<file path="config.mk">
export PLATFORM = sky130hd
export DESIGN_NAME = uart_tx_stream_flat
export DESIGN_NICKNAME = d
export VERILOG_FILES = /design/src/rtl/uart_tx_stream_pkg.sv /design/src/rtl/uart_tx_stream_if.sv /design/src/rtl/uart_tx_sfifo.sv /design/src/rtl/uart_tx_stream.sv /design/src/flat_wrapper.sv
export SDC_FILE = /design/constraint.sdc
export NUM_CORES = 1
export LEC_CHECK = 0
export CORE_ASPECT_RATIO = 1.4
export CORE_MARGIN = 2
export CORE_UTILIZATION = 53
export DETAILED_ROUTE_END_ITERATION = 12
export PLACE_DENSITY = 0.76
export SETUP_SLACK_MARGIN = 0.2
export SLEW_MARGIN = 20
export SYNTH_ARGS = -nofsm -noshare
export SYNTH_HDL_FRONTEND = slang
export SYNTH_SLANG_ARGS = --single-unit
</file>
<file path="constraint.sdc">
create_clock -name CLK -period 3.2 [get_ports CLK]
set_input_delay 0.96 -clock CLK [delete_from_list [all_inputs] [get_ports CLK]]
set_output_delay 0.96 -clock CLK [all_outputs]
set_load 0.05 [all_outputs]
</file>
<file path="src/rtl/uart_tx_stream_pkg.sv">
// Shared definitions for the streaming UART transmitter: FSM encodings,
// parity-type encodings and default geometry.
package uart_tx_stream_pkg;

  localparam int unsigned DefaultDataWidth = 8;
  localparam int unsigned DefaultFifoDepth = 4;

  typedef enum logic [2:0] {
    StIdle   = 3'd0,
    StStart  = 3'd1,
    StData   = 3'd2,
    StParity = 3'd3,
    StStop   = 3'd4
  } state_e;

  typedef enum logic {
    ParEven = 1'b0,
    ParOdd  = 1'b1
  } par_typ_e;

  function automatic logic parity_bit(input logic data_xor, input logic par_typ);
    return (par_typ == ParOdd) ? ~data_xor : data_xor;
  endfunction

endpackage

</file>
<file path="src/rtl/uart_tx_stream_if.sv">
// Valid/ready word stream feeding the UART transmitter.
interface uart_tx_stream_if
  import uart_tx_stream_pkg::*;
#(
  parameter int unsigned DATA_WIDTH = DefaultDataWidth
);

  logic [DATA_WIDTH-1:0] S_DATA;
  logic                  S_VALID;
  logic                  S_READY;

  modport master (
    output S_DATA,
    output S_VALID,
    input  S_READY
  );

  modport slave (
    input  S_DATA,
    input  S_VALID,
    output S_READY
  );

endinterface

</file>
<file path="src/rtl/uart_tx_sfifo.sv">
// Synchronous FIFO with occupancy count; power-of-two depth so pointers wrap
// naturally. Synchronous active-high reset flushes the contents.
module uart_tx_sfifo #(
  parameter int unsigned Width = 8,
  parameter int unsigned Depth = 4,
  localparam int unsigned PtrW   = $clog2(Depth),
  localparam int unsigned LevelW = $clog2(Depth) + 1
) (
  input  logic              clk_i,
  input  logic              rst_i,
  input  logic              push_i,
  input  logic [Width-1:0]  wdata_i,
  input  logic              pop_i,
  output logic [Width-1:0]  rdata_o,
  output logic              full_o,
  output logic              empty_o,
  output logic [LevelW-1:0] level_o
);

  localparam logic [LevelW-1:0] FullLevel = LevelW'(Depth);

  logic [Width-1:0]  mem_q [Depth];
  logic [PtrW-1:0]   wr_ptr_q, rd_ptr_q;
  logic [LevelW-1:0] level_q;
  logic              do_push, do_pop;

  assign full_o  = (level_q == FullLevel);
  assign empty_o = (level_q == '0);
  assign level_o = level_q;
  assign rdata_o = mem_q[rd_ptr_q];

  // Guard against protocol misuse so the count can never wrap.
  assign do_push = push_i & ~full_o;
  assign do_pop  = pop_i & ~empty_o;

  always_ff @(posedge clk_i) begin
    if (rst_i) begin
      wr_ptr_q <= '0;
      rd_ptr_q <= '0;
      level_q  <= '0;
    end else begin
      if (do_push) wr_ptr_q <= wr_ptr_q + PtrW'(1);
      if (do_pop)  rd_ptr_q <= rd_ptr_q + PtrW'(1);
      case ({do_push, do_pop})
        2'b10:   level_q <= level_q + LevelW'(1);
        2'b01:   level_q <= level_q - LevelW'(1);
        default: level_q <= level_q;
      endcase
    end
  end

  always_ff @(posedge clk_i) begin
    if (do_push) mem_q[wr_ptr_q] <= wdata_i;
  end

endmodule

</file>
<file path="src/rtl/uart_tx_stream.sv">
// UART transmitter fed by a buffered valid/ready stream. Frame settings are
// latched when a word is popped, so config changes only affect later frames.
module uart_tx_stream
  import uart_tx_stream_pkg::*;
#(
  parameter int unsigned DATA_WIDTH = DefaultDataWidth,
  parameter int unsigned FIFO_DEPTH = DefaultFifoDepth,
  parameter int unsigned PRESCALE_W = 16,
  localparam int unsigned LevelW = $clog2(FIFO_DEPTH) + 1
) (
  input  logic                  CLK,
  input  logic                  RST,
  input  logic [PRESCALE_W-1:0] PRESCALE,
  input  logic                  PAR_EN,
  input  logic                  PAR_TYP,
  input  logic                  STOP2,
  uart_tx_stream_if.slave       s_if,
  output logic                  TX_OUT,
  output logic                  BUSY,
  output logic [LevelW-1:0]     FIFO_LEVEL
);

  localparam int unsigned CntW = $clog2(DATA_WIDTH);
  localparam logic [CntW-1:0] LastBit = CntW'(DATA_WIDTH - 1);

  logic [DATA_WIDTH-1:0] fifo_rdata;
  logic                  fifo_full, fifo_empty, fifo_push, fifo_pop;

  state_e                state_q, state_d;
  logic [PRESCALE_W-1:0] timer_q, timer_d;
  logic [PRESCALE_W-1:0] presc_q, presc_d, eff_presc;
  logic [CntW-1:0]       cnt_q, cnt_d;
  logic [DATA_WIDTH-1:0] shreg_q, shreg_d;
  logic                  par_en_q, par_en_d;
  logic                  par_bit_q, par_bit_d;
  logic                  stop2_q, stop2_d;
  logic                  tx_q, tx_d;
  logic                  busy_q, busy_d;
  logic                  bit_end, load;

  assign s_if.S_READY = ~fifo_full & ~RST;
  assign fifo_push    = s_if.S_VALID & s_if.S_READY;
  assign eff_presc    = (PRESCALE == '0) ? PRESCALE_W'(1) : PRESCALE;
  assign bit_end      = (timer_q == '0);

  assign TX_OUT = tx_q;
  assign BUSY   = busy_q;

  uart_tx_sfifo #(
    .Width (DATA_WIDTH),
    .Depth (FIFO_DEPTH)
  ) u_fifo (
    .clk_i   (CLK),
    .rst_i   (RST),
    .push_i  (fifo_push),
    .wdata_i (s_if.S_DATA),
    .pop_i   (fifo_pop),
    .rdata_o (fifo_rdata),
    .full_o  (fifo_full),
    .empty_o (fifo_empty),
    .level_o (FIFO_LEVEL)
  );

  always_comb begin
    state_d   = state_q;
    timer_d   = timer_q;
    cnt_d     = cnt_q;
    shreg_d   = shreg_q;
    presc_d   = presc_q;
    par_en_d  = par_en_q;
    par_bit_d = par_bit_q;
    stop2_d   = stop2_q;
    tx_d      = 1'b1;
    busy_d    = 1'b0;
    load      = 1'b0;
    fifo_pop  = 1'b0;

    // Line and busy reflect the state being held this cycle, then register.
    unique case (state_q)
      StIdle: begin
        if (!fifo_empty) load = 1'b1;
      end
      StStart: begin
        tx_d   = 1'b0;
        busy_d = 1'b1;
        if (bit_end) begin
          state_d = StData;
          timer_d = presc_q - PRESCALE_W'(1);
          cnt_d   = '0;
        end else begin
          timer_d = timer_q - PRESCALE_W'(1);
        end
      end
      StData: begin
        tx_d   = shreg_q[0];
        busy_d = 1'b1;
        if (bit_end) begin
          timer_d = presc_q - PRESCALE_W'(1);
          shreg_d = shreg_q >> 1;
          if (cnt_q == LastBit) begin
            state_d = par_en_q ? StParity : StStop;
            cnt_d   = '0;
          end else begin
            cnt_d = cnt_q + CntW'(1);
          end
        end else begin
          timer_d = timer_q - PRESCALE_W'(1);
        end
      end
      StParity: begin
        tx_d   = par_bit_q;
        busy_d = 1'b1;
        if (bit_end) begin
          state_d = StStop;
          timer_d = presc_q - PRESCALE_W'(1);
          cnt_d   = '0;
        end else begin
          timer_d = timer_q - PRESCALE_W'(1);
        end
      end
      StStop: begin
        busy_d = 1'b1;
        if (bit_end) begin
          if (stop2_q && (cnt_q == '0)) begin
            cnt_d   = CntW'(1);
            timer_d = presc_q - PRESCALE_W'(1);
          end else if (!fifo_empty) begin
            load = 1'b1;
          end else begin
            state_d = StIdle;
            cnt_d   = '0;
          end
        end else begin
          timer_d = timer_q - PRESCALE_W'(1);
        end
      end
      default: begin
        state_d = StIdle;
        cnt_d   = '0;
        timer_d = '0;
      end
    endcase

    // Pop and latch the whole frame context in one go.
    if (load) begin
      fifo_pop  = 1'b1;
      state_d   = StStart;
      timer_d   = eff_presc - PRESCALE_W'(1);
      cnt_d     = '0;
      shreg_d   = fifo_rdata;
      presc_d   = eff_presc;
      par_en_d  = PAR_EN;
      par_bit_d = parity_bit(^fifo_rdata, PAR_TYP);
      stop2_d   = STOP2;
    end
  end

  always_ff @(posedge CLK) begin
    if (RST) begin
      state_q   <= StIdle;
      timer_q   <= '0;
      cnt_q     <= '0;
      shreg_q   <= '0;
      presc_q   <= PRESCALE_W'(1);
      par_en_q  <= 1'b0;
      par_bit_q <= 1'b0;
      stop2_q   <= 1'b0;
      tx_q      <= 1'b1;
      busy_q    <= 1'b0;
    end else begin
      state_q   <= state_d;
      timer_q   <= timer_d;
      cnt_q     <= cnt_d;
      shreg_q   <= shreg_d;
      presc_q   <= presc_d;
      par_en_q  <= par_en_d;
      par_bit_q <= par_bit_d;
      stop2_q   <= stop2_d;
      tx_q      <= tx_d;
      busy_q    <= busy_d;
    end
  end

endmodule

</file>
<file path="src/flat_wrapper.sv">
// flat-port wrapper written by rule: the top's interface ports become plain ports
module uart_tx_stream_flat import uart_tx_stream_pkg::*;
#(
  parameter int unsigned DATA_WIDTH = DefaultDataWidth,
  parameter int unsigned FIFO_DEPTH = DefaultFifoDepth,
  parameter int unsigned PRESCALE_W = 16,
  localparam int unsigned LevelW = $clog2(FIFO_DEPTH) + 1
)
  (CLK, RST, PRESCALE, PAR_EN, PAR_TYP, STOP2, TX_OUT, BUSY, FIFO_LEVEL, s_if_S_DATA, s_if_S_VALID, s_if_S_READY);
  uart_tx_stream_if #(.DATA_WIDTH(DATA_WIDTH)) s_if_i ();
  input  logic CLK;
  input  logic RST;
  input  logic [PRESCALE_W-1:0] PRESCALE;
  input  logic PAR_EN;
  input  logic PAR_TYP;
  input  logic STOP2;
  output logic TX_OUT;
  output logic BUSY;
  output logic [LevelW-1:0] FIFO_LEVEL;
  input wire logic [$bits(s_if_i.S_DATA)-1:0] s_if_S_DATA;
  input wire logic [$bits(s_if_i.S_VALID)-1:0] s_if_S_VALID;
  output wire logic [$bits(s_if_i.S_READY)-1:0] s_if_S_READY;
  assign s_if_i.S_DATA = s_if_S_DATA;
  assign s_if_i.S_VALID = s_if_S_VALID;
  assign s_if_S_READY = s_if_i.S_READY;
  uart_tx_stream #(.DATA_WIDTH(DATA_WIDTH), .FIFO_DEPTH(FIFO_DEPTH), .PRESCALE_W(PRESCALE_W)) u_core (.CLK(CLK), .RST(RST), .PRESCALE(PRESCALE), .PAR_EN(PAR_EN), .PAR_TYP(PAR_TYP), .STOP2(STOP2), .s_if(s_if_i), .TX_OUT(TX_OUT), .BUSY(BUSY), .FIFO_LEVEL(FIFO_LEVEL));
endmodule
</file>
# After elaboration in Yosys (flattened, before gate mapping)
# Memories as Yosys holds them, arrays and structs flattened. A register that Yosys moved wholly into a read port is not among the register bits.
# Index checks and enable logic that the tools add are counted.
[word_totals]
word_cells = 115
reg_bits = 58
out_inout_bits = 6
input_bits = 30
mem_bits_rw = 32
n_memories = 1
[memory_table]
columns = ["memory", "words", "word_bits", "read_ports", "rd_clocked_by_memory_dff", "wr", "line_no", "source"]
rows = [
  ["u_core.u_fifo.mem_q", 4, 8, 1, 1, 1, "uart_tx_sfifo.sv:22", "logic [Width-1:0] mem_q [Depth];"],
]
[op_classes]
n_bitwise = 9
mux = 38
n_reduce_logical = 19
add_sub_neg = 8
eq_ne = 26
[op_table]
columns = ["operator", "n"]
rows = [
  ["two-way mux 16 bit", 5],
  ["one-hot mux 16 bit (3 select lines)", 1],
  ["subtractor 16 x 1 -> 16 bit (second input constant)", 3],
  ["two-way mux 3 bit", 13],
  ["zero test 16 bit", 2],
  ["two-way mux 8 bit", 3],
  ["inequality test 3 x 1 -> 1 bit (second input constant)", 7],
  ["inequality test 2 x 1 -> 1 bit (second input constant)", 8],
  ["AND reduction 8 bit", 2],
  ["one-hot mux 3 bit (5 select lines)", 1],
  ["one-hot mux 3 bit (4 select lines)", 1],
  ["== test 3 bit (second input constant)", 3],
  ["zero test 3 bit", 3],
  ["two-way mux 1 bit", 9],
  ["XOR reduction 8 bit", 1],
  ["adder 3 x 1 -> 3 bit (second input constant)", 2],
  ["== test 3 x 2 -> 1 bit (second input constant)", 2],
  ["one-hot mux 3 bit (2 select lines)", 1],
  ["nonzero test 2 bit", 3],
  ["NOT 1 bit", 5],
  ["AND reduction 5 bit", 1],
  ["adder 2 x 1 -> 2 bit (second input constant)", 2],
  ["AND 1 bit", 4],
  ["two-way mux 2 bit", 2],
  ["14 further kinds", 16],
]

# Logic depth before layout (Yosys ltp)
[logic_depth]
ltp_word = 9
mapped_depth = 15
ltp_nobuf = 12

# Hierarchy
# From an unflattened synthesis, not the netlist that was laid out.
[hier_totals]
cells_unflattened = 534
area_unflattened_um2 = 5064.9
[modules_own_cells]
columns = ["mod", "instances", "seq_area_each_um2", "cells_per_inst", "area_each_um2"]
rows = [
  ["uart_tx_stream", 1, 1021.0, 438, 3429.5],
  ["uart_tx_sfifo", 1, 1141.1, 96, 1635.3],
]

# Worst setup path before layout
# OpenSTA, ideal clock, no wires.
[synth_path]
path_kind = "flip-flop to flip-flop"
start = "reg u_core.timer_q[12]"
end = "reg u_core.u_fifo.level_q[2], in the netlist u_core.u_fifo.level_o[2]"
arrival_time_ns = 3.383
period_less_slack_ns = 3.454
n_path_buf = 1
t_required_ns = 3.130
setup_slack_ns = -0.254
setup_time_ns = 0.070
stages_incl_launch_ff = 13
path_cell_list = "dfxtp_1 > or4_1 > nor4_4 > nand3_1 > a21o_1 > clkinv_1 > buf_1 > ha_1 > inv_1 > fa_1 > xor2_1 > or3_1 > a21oi_1"
[synth_via]
elab_chain_len = 7
word_cells_on_any_way = 9
cone_classes = "eq/ne: 2; mux: 4; bitwise: 1; reduce/logical: 2"
[synth_lines]
columns = ["element", "line_no", "source"]
rows = [
  ["start, declared", "uart_tx_stream.sv:30", "logic [PRESCALE_W-1:0] timer_q, timer_d;"],
  ["start signal, assigned", "uart_tx_stream.sv:172", "timer_q <= timer_d;"],
  ["zero test 16 bit (*)", "uart_tx_stream.sv:44", "assign bit_end = (timer_q == '0);"],
  ["two-way mux 1 bit (*)", "uart_tx_stream.sv:123", "if (bit_end) begin"],
  ["one-hot mux 1 bit (2 select lines) (*)", "uart_tx_stream.sv:79", "unique case (state_q)"],
  ["two-way mux 1 bit (*)", "uart_tx_stream.sv:145", "if (load) begin"],
  ["AND 1 bit (*)", "uart_tx_sfifo.sv:34", "assign do_pop = pop_i & ~empty_o;"],
  ["via u_core.u_fifo.do_pop", "uart_tx_sfifo.sv:25", "logic do_push, do_pop;"],
  ["== test 2 x 1 -> 1 bit / == test 2 bit (equally long branches)", "uart_tx_sfifo.sv:44", "case ({do_push, do_pop})"],
  ["one-hot mux 3 bit (2 select lines) / nonzero test 2 bit (equally long branches)", "--", ""],
  ["end signal, assigned", "uart_tx_sfifo.sv:45", "2'b10: level_q <= level_q + LevelW'(1);"],
  ["end signal, assigned", "uart_tx_sfifo.sv:46", "2'b01: level_q <= level_q - LevelW'(1);"],
  ["end signal, assigned", "uart_tx_sfifo.sv:47", "default: level_q <= level_q;"],
  ["end, declared", "uart_tx_sfifo.sv:24", "logic [LevelW-1:0] level_q;"],
]
# The timed path passes the listed nets; every way through them passes the cells marked *.
# A chain may end at the register's enable or synchronous reset.

# Final worst setup path
[layout_path]
start = "reg u_core.timer_q[6]"
end = "reg u_core.timer_q[12]"
[layout_via]
elab_chain_len = 5
word_cells_on_any_way = 11
cone_classes = "add/sub: 1; eq/ne: 2; mux: 6; reduce/logical: 2"
[layout_lines]
columns = ["element"]
rows = [
  ["parallel branches: the longest is 5 deep, another holds subtractor 16 x 1 -> 16 bit"],
]
# Parallel ways; which one is timed is not known.

==> reports/metrics.csv <==
metric;value;unit
outcome;completed;
crit path DAT;3230;ps
Cell Rows;40;
Top FF cell, synth;dfxtp_1;
via-per-instance ratio;6.209;
Finish-stage setup viols;0;
Worst R2R End;u_core.timer_q[12]$_SDFFE_PP0P_;
Async SR Flop Fraction;0;
Worst slew margin;0.5624;
pre-CTS setup slack;-468.5;ps
critical path data required time;3470;ps
Final Cycle Share;0.9272;
Root Buffer;clkbuf_16;
effective utilization at floorplan;0.5504;
antenna cells;0;
Core Util, Final;0.6999;
cell leakage power;2.198;nW
final instance area;6060;µm²
area grow syn2layout;27.15;%
Max Clock Skew;5.168;ps
Final Hold Fails;0;
Worst R2R Path Depth;12;
DRT iter0 DRCs;541;
pin count of the biggest net entering global routing;60;
share of layout cells above drive strength 1;0.2127;
Final ANT Viol Nets;0;
max cap viols;0;
clk sinks;92;
hold_buf cts;0;
pwr/cell area;1034;nW/µm²
Final HPWL DP;8659;µm
Worst-path clk slew;70;ps
clock latency on the worst-skew pair;350;ps
hold_sp;u_core.shreg_q[5]$_SDFFE_PP0P_;
Worst Hold Depth;2;
CP Launch Type;flop;
port bufs;35;
drt wl/cell;18.08;µm
worst hold path class;reg2reg;
clock buffer count from CTS;9;
drt pass-1 iters;8;
die span in x;84.15;µm
Pins Over Slew Limit;0;
routability congestion estimate;0.9491;
maximum vdd drop;0.5791;mV
Die H;116.2;µm
Slew @ Worst Pin;656.4;ps
syn avg cell area;9.200;µm²
Cells after Synth;518;
Vias;4359;
clk buf depth;2;
DRC viols;0;
Placed Area;5577;µm²
first-pass GRT wire length;20340;µm
Remaining Overflow, GRT;0;
initial antenna violation count;0;
Worst Setup Slack, final;233.0;ps
fin crit period;2967;ps
Yosys cell types;61;
crit end category;flop;
total wire length;12690;µm
syn nets;559;
die area;9778;µm²
Max Fclk;0.3370;GHz
CTS tree;done;
post-synthesis sequential area ratio;0.4537;
synth warn;0;
setup TNS;0;ps
RSZ-0062 raised after global routing;true;
number of global-route vias before repair;4166;
Mapped Area;4766;µm²
Pwr Total;0.006263;W
Tot GR Track Use;0.2629;
WS Path Type;reg2reg;
Net count, final;633;
Worst Hold Path EP;u_core.shreg_q[5]$_SDFFE_PP0P_;
Worst R2R Start;u_core.timer_q[6]$_SDFFE_PP0P_;
CTS HTree Levels;3;
crit path max fanout;5;
I/O pin count;36;
Synth Register Bits;92;
number of synthesized flops with an enable pin;32;
r2r setup slk;230;ps
core area;8658;µm²
-- where the power goes --
group | switching [W] | total [W] | leakage, nW | internal, W
Sequential | 0.000326 | 0.00182 | 0.784 | 0.00150
Clock | 0.000460 | 0.00115 | 0.154 | 0.000691
Combinational | 0.00191 | 0.00329 | 1.26 | 0.00138
-- through the flow --
| stage | cells | hold slack, ps |
|---|---|---|
| 2_1_floorplan | 518 | 432.5 |
| 3_3_place_gp | 680 | 448.7 |
| 3_5_place_dp | 680 | 450.4 |
| 4_1_cts | 699 | 459.4 |
| 5_1_grt | 702 | 482.5 |
| 6_report | 702 | 457.9 |
-- critical path: stages (launching register included) --
cell and delay, ps:
dfxtp_2 330, or4_4 560, or4_4 560, nor2_4 170, a21oi_2 80, ha_2 200, or3b_4 250, nor2_4 50
a21boi_4 180, nand3_2 90, xor2_1 180, a21oi_1 90, nor3_1 140
-- cell type report --
class,count,area [µm²]
multi-input combinational,388,2666
fill,637,2599
sequential,92,2167
timing repair buffer,87,718.2
clock buffer,10,229.0
tap,105,131.4
clock inverter,6,93.84
inverter,14,53.80
-- cells in the final DEF, fill, tap and decap left out, drive strengths merged, types with 6 or more instances in the layout --
| master | count |
|---|---|
| nand2 | 65 |
| dfxtp | 60 |
| buf | 58 |
| nor2 | 56 |
| a21oi | 56 |
| edfxtp | 32 |
| nor3 | 25 |
| o21ai | 21 |
| xnor2 | 18 |
| xor2 | 17 |
| clkdlybuf4s50 | 17 |
| inv | 15 |
| clkbuf | 10 |
| ha | 10 |
| dlygate4sd2 | 9 |
| mux4 | 8 |
| a211oi | 8 |
| or4 | 8 |
| a22oi | 7 |
| or3 | 7 |
| a31oi | 7 |
| nor4 | 7 |
| and3 | 6 |
| o211ai | 6 |
-- cell families after synthesis --
| group | after synthesis | synth area share |
|---|---|---|
| xor+xnor | 35 | 0.06432 |
| compound gates | 137 | 0.1825 |
| flops | 92 | 0.4537 |
| simple gates | 196 | 0.1966 |
| fa+ha+maj | 11 | 0.03045 |
| mux | 9 | 0.04017 |
| buf+inv | 38 | 0.03229 |
-- state kept, by name, indices dropped and copies added, names as in the netlist, 2 cells and up, named ones only --
signal / flops
u_core.presc_q: 16
u_core.state_q: 3
u_core.u_fifo.mem_q: 32
u_core.u_fifo.rd_ptr_q: 2
u_core.cnt_q: 3
u_core.shreg_q: 8
u_core.u_fifo.level_o: 3
u_core.u_fifo.wr_ptr_q: 2
u_core.timer_q: 16
-- cell usage after synthesis (2+ instances only) --
master     instances  area, µm²
edfxtp_1          32      960.9
dfxtp_1           60       1201
nand3b_1           4      30.03
buf_1              5      18.77
nor2_1            55      206.5
o211ai_1           6      45.04
ha_1              10      125.1
o211a_1            2      20.02
and3_1             6      37.54
nor3_1            25      125.1
a31oi_1            7      43.79
nand2_1           64      240.2
a21o_1             2      15.01
and2_1             2      12.51
a21oi_1           56      280.3
nand4_1            2      12.51
o21ai_0           21      105.1
xor2_1            17      148.9
nand2b_1           2      12.51
a21boi_0           2      15.01
or4_1              8      60.06
or3_1              7      43.79
nand3_1            4      20.02
o31a_1             2      17.52
mux4_2             8      180.2
clkbuf_1          15      56.30
a2111oi_0          2      17.52
a22oi_1            7      52.55
or3b_2             2      17.52
a221oi_1           2      17.52
nor4_1             6      37.54
a211oi_1           7      52.55
inv_1             13      48.80
buf_2              3      15.01
a311oi_1           4      35.03
a31o_2             3      26.28
o31ai_1            2      15.01
or2_2              2      12.51
xnor2_1           18      157.7
a41oi_1            2      17.52
-- per-layer routing --
| layer | GRT usage | vias to the layer above | wire [µm] |
|---|---|---|---|
| met5 | 0 | - | 0 |
| met4 | 0.1430 | 0 | 490 |
| met3 | 0.03392 | 51 | 901 |
| met2 | 0.4778 | 235 | 6585 |
| met1 | 0.3000 | 2029 | 4713 |
| li1 | - | 2044 | - |
-- how the worst max path moves through the flow --
stage	end	start	cells past startpoint	slack, ps
floorplan	u_core.timer_q[6]$_SDFFE_PP0P_	u_core.timer_q[6]$_SDFFE_PP0P_	15	60
global placement	u_core.timer_q[12]$_SDFFE_PP0P_	PRESCALE[11]	13	-350
detailed placement	u_core.timer_q[12]$_SDFFE_PP0P_	PRESCALE[9]	13	-470
CTS	u_core.timer_q[12]$_SDFFE_PP0P_	PRESCALE[15]	12	190
global route	u_core.u_fifo.level_o[2]$_SDFFE_PP0P_	u_core.timer_q[6]$_SDFFE_PP0P_	12	150
finish	u_core.timer_q[12]$_SDFFE_PP0P_	u_core.timer_q[6]$_SDFFE_PP0P_	12	230
-- repair_timing --
item                       4_1_cts  5_1_grt
setup endpoints to repair        8       10
pin swaps                       11       13
resized for setup               40       20
setup buffers                    3        3
Power figures use the tool's default switching activity.
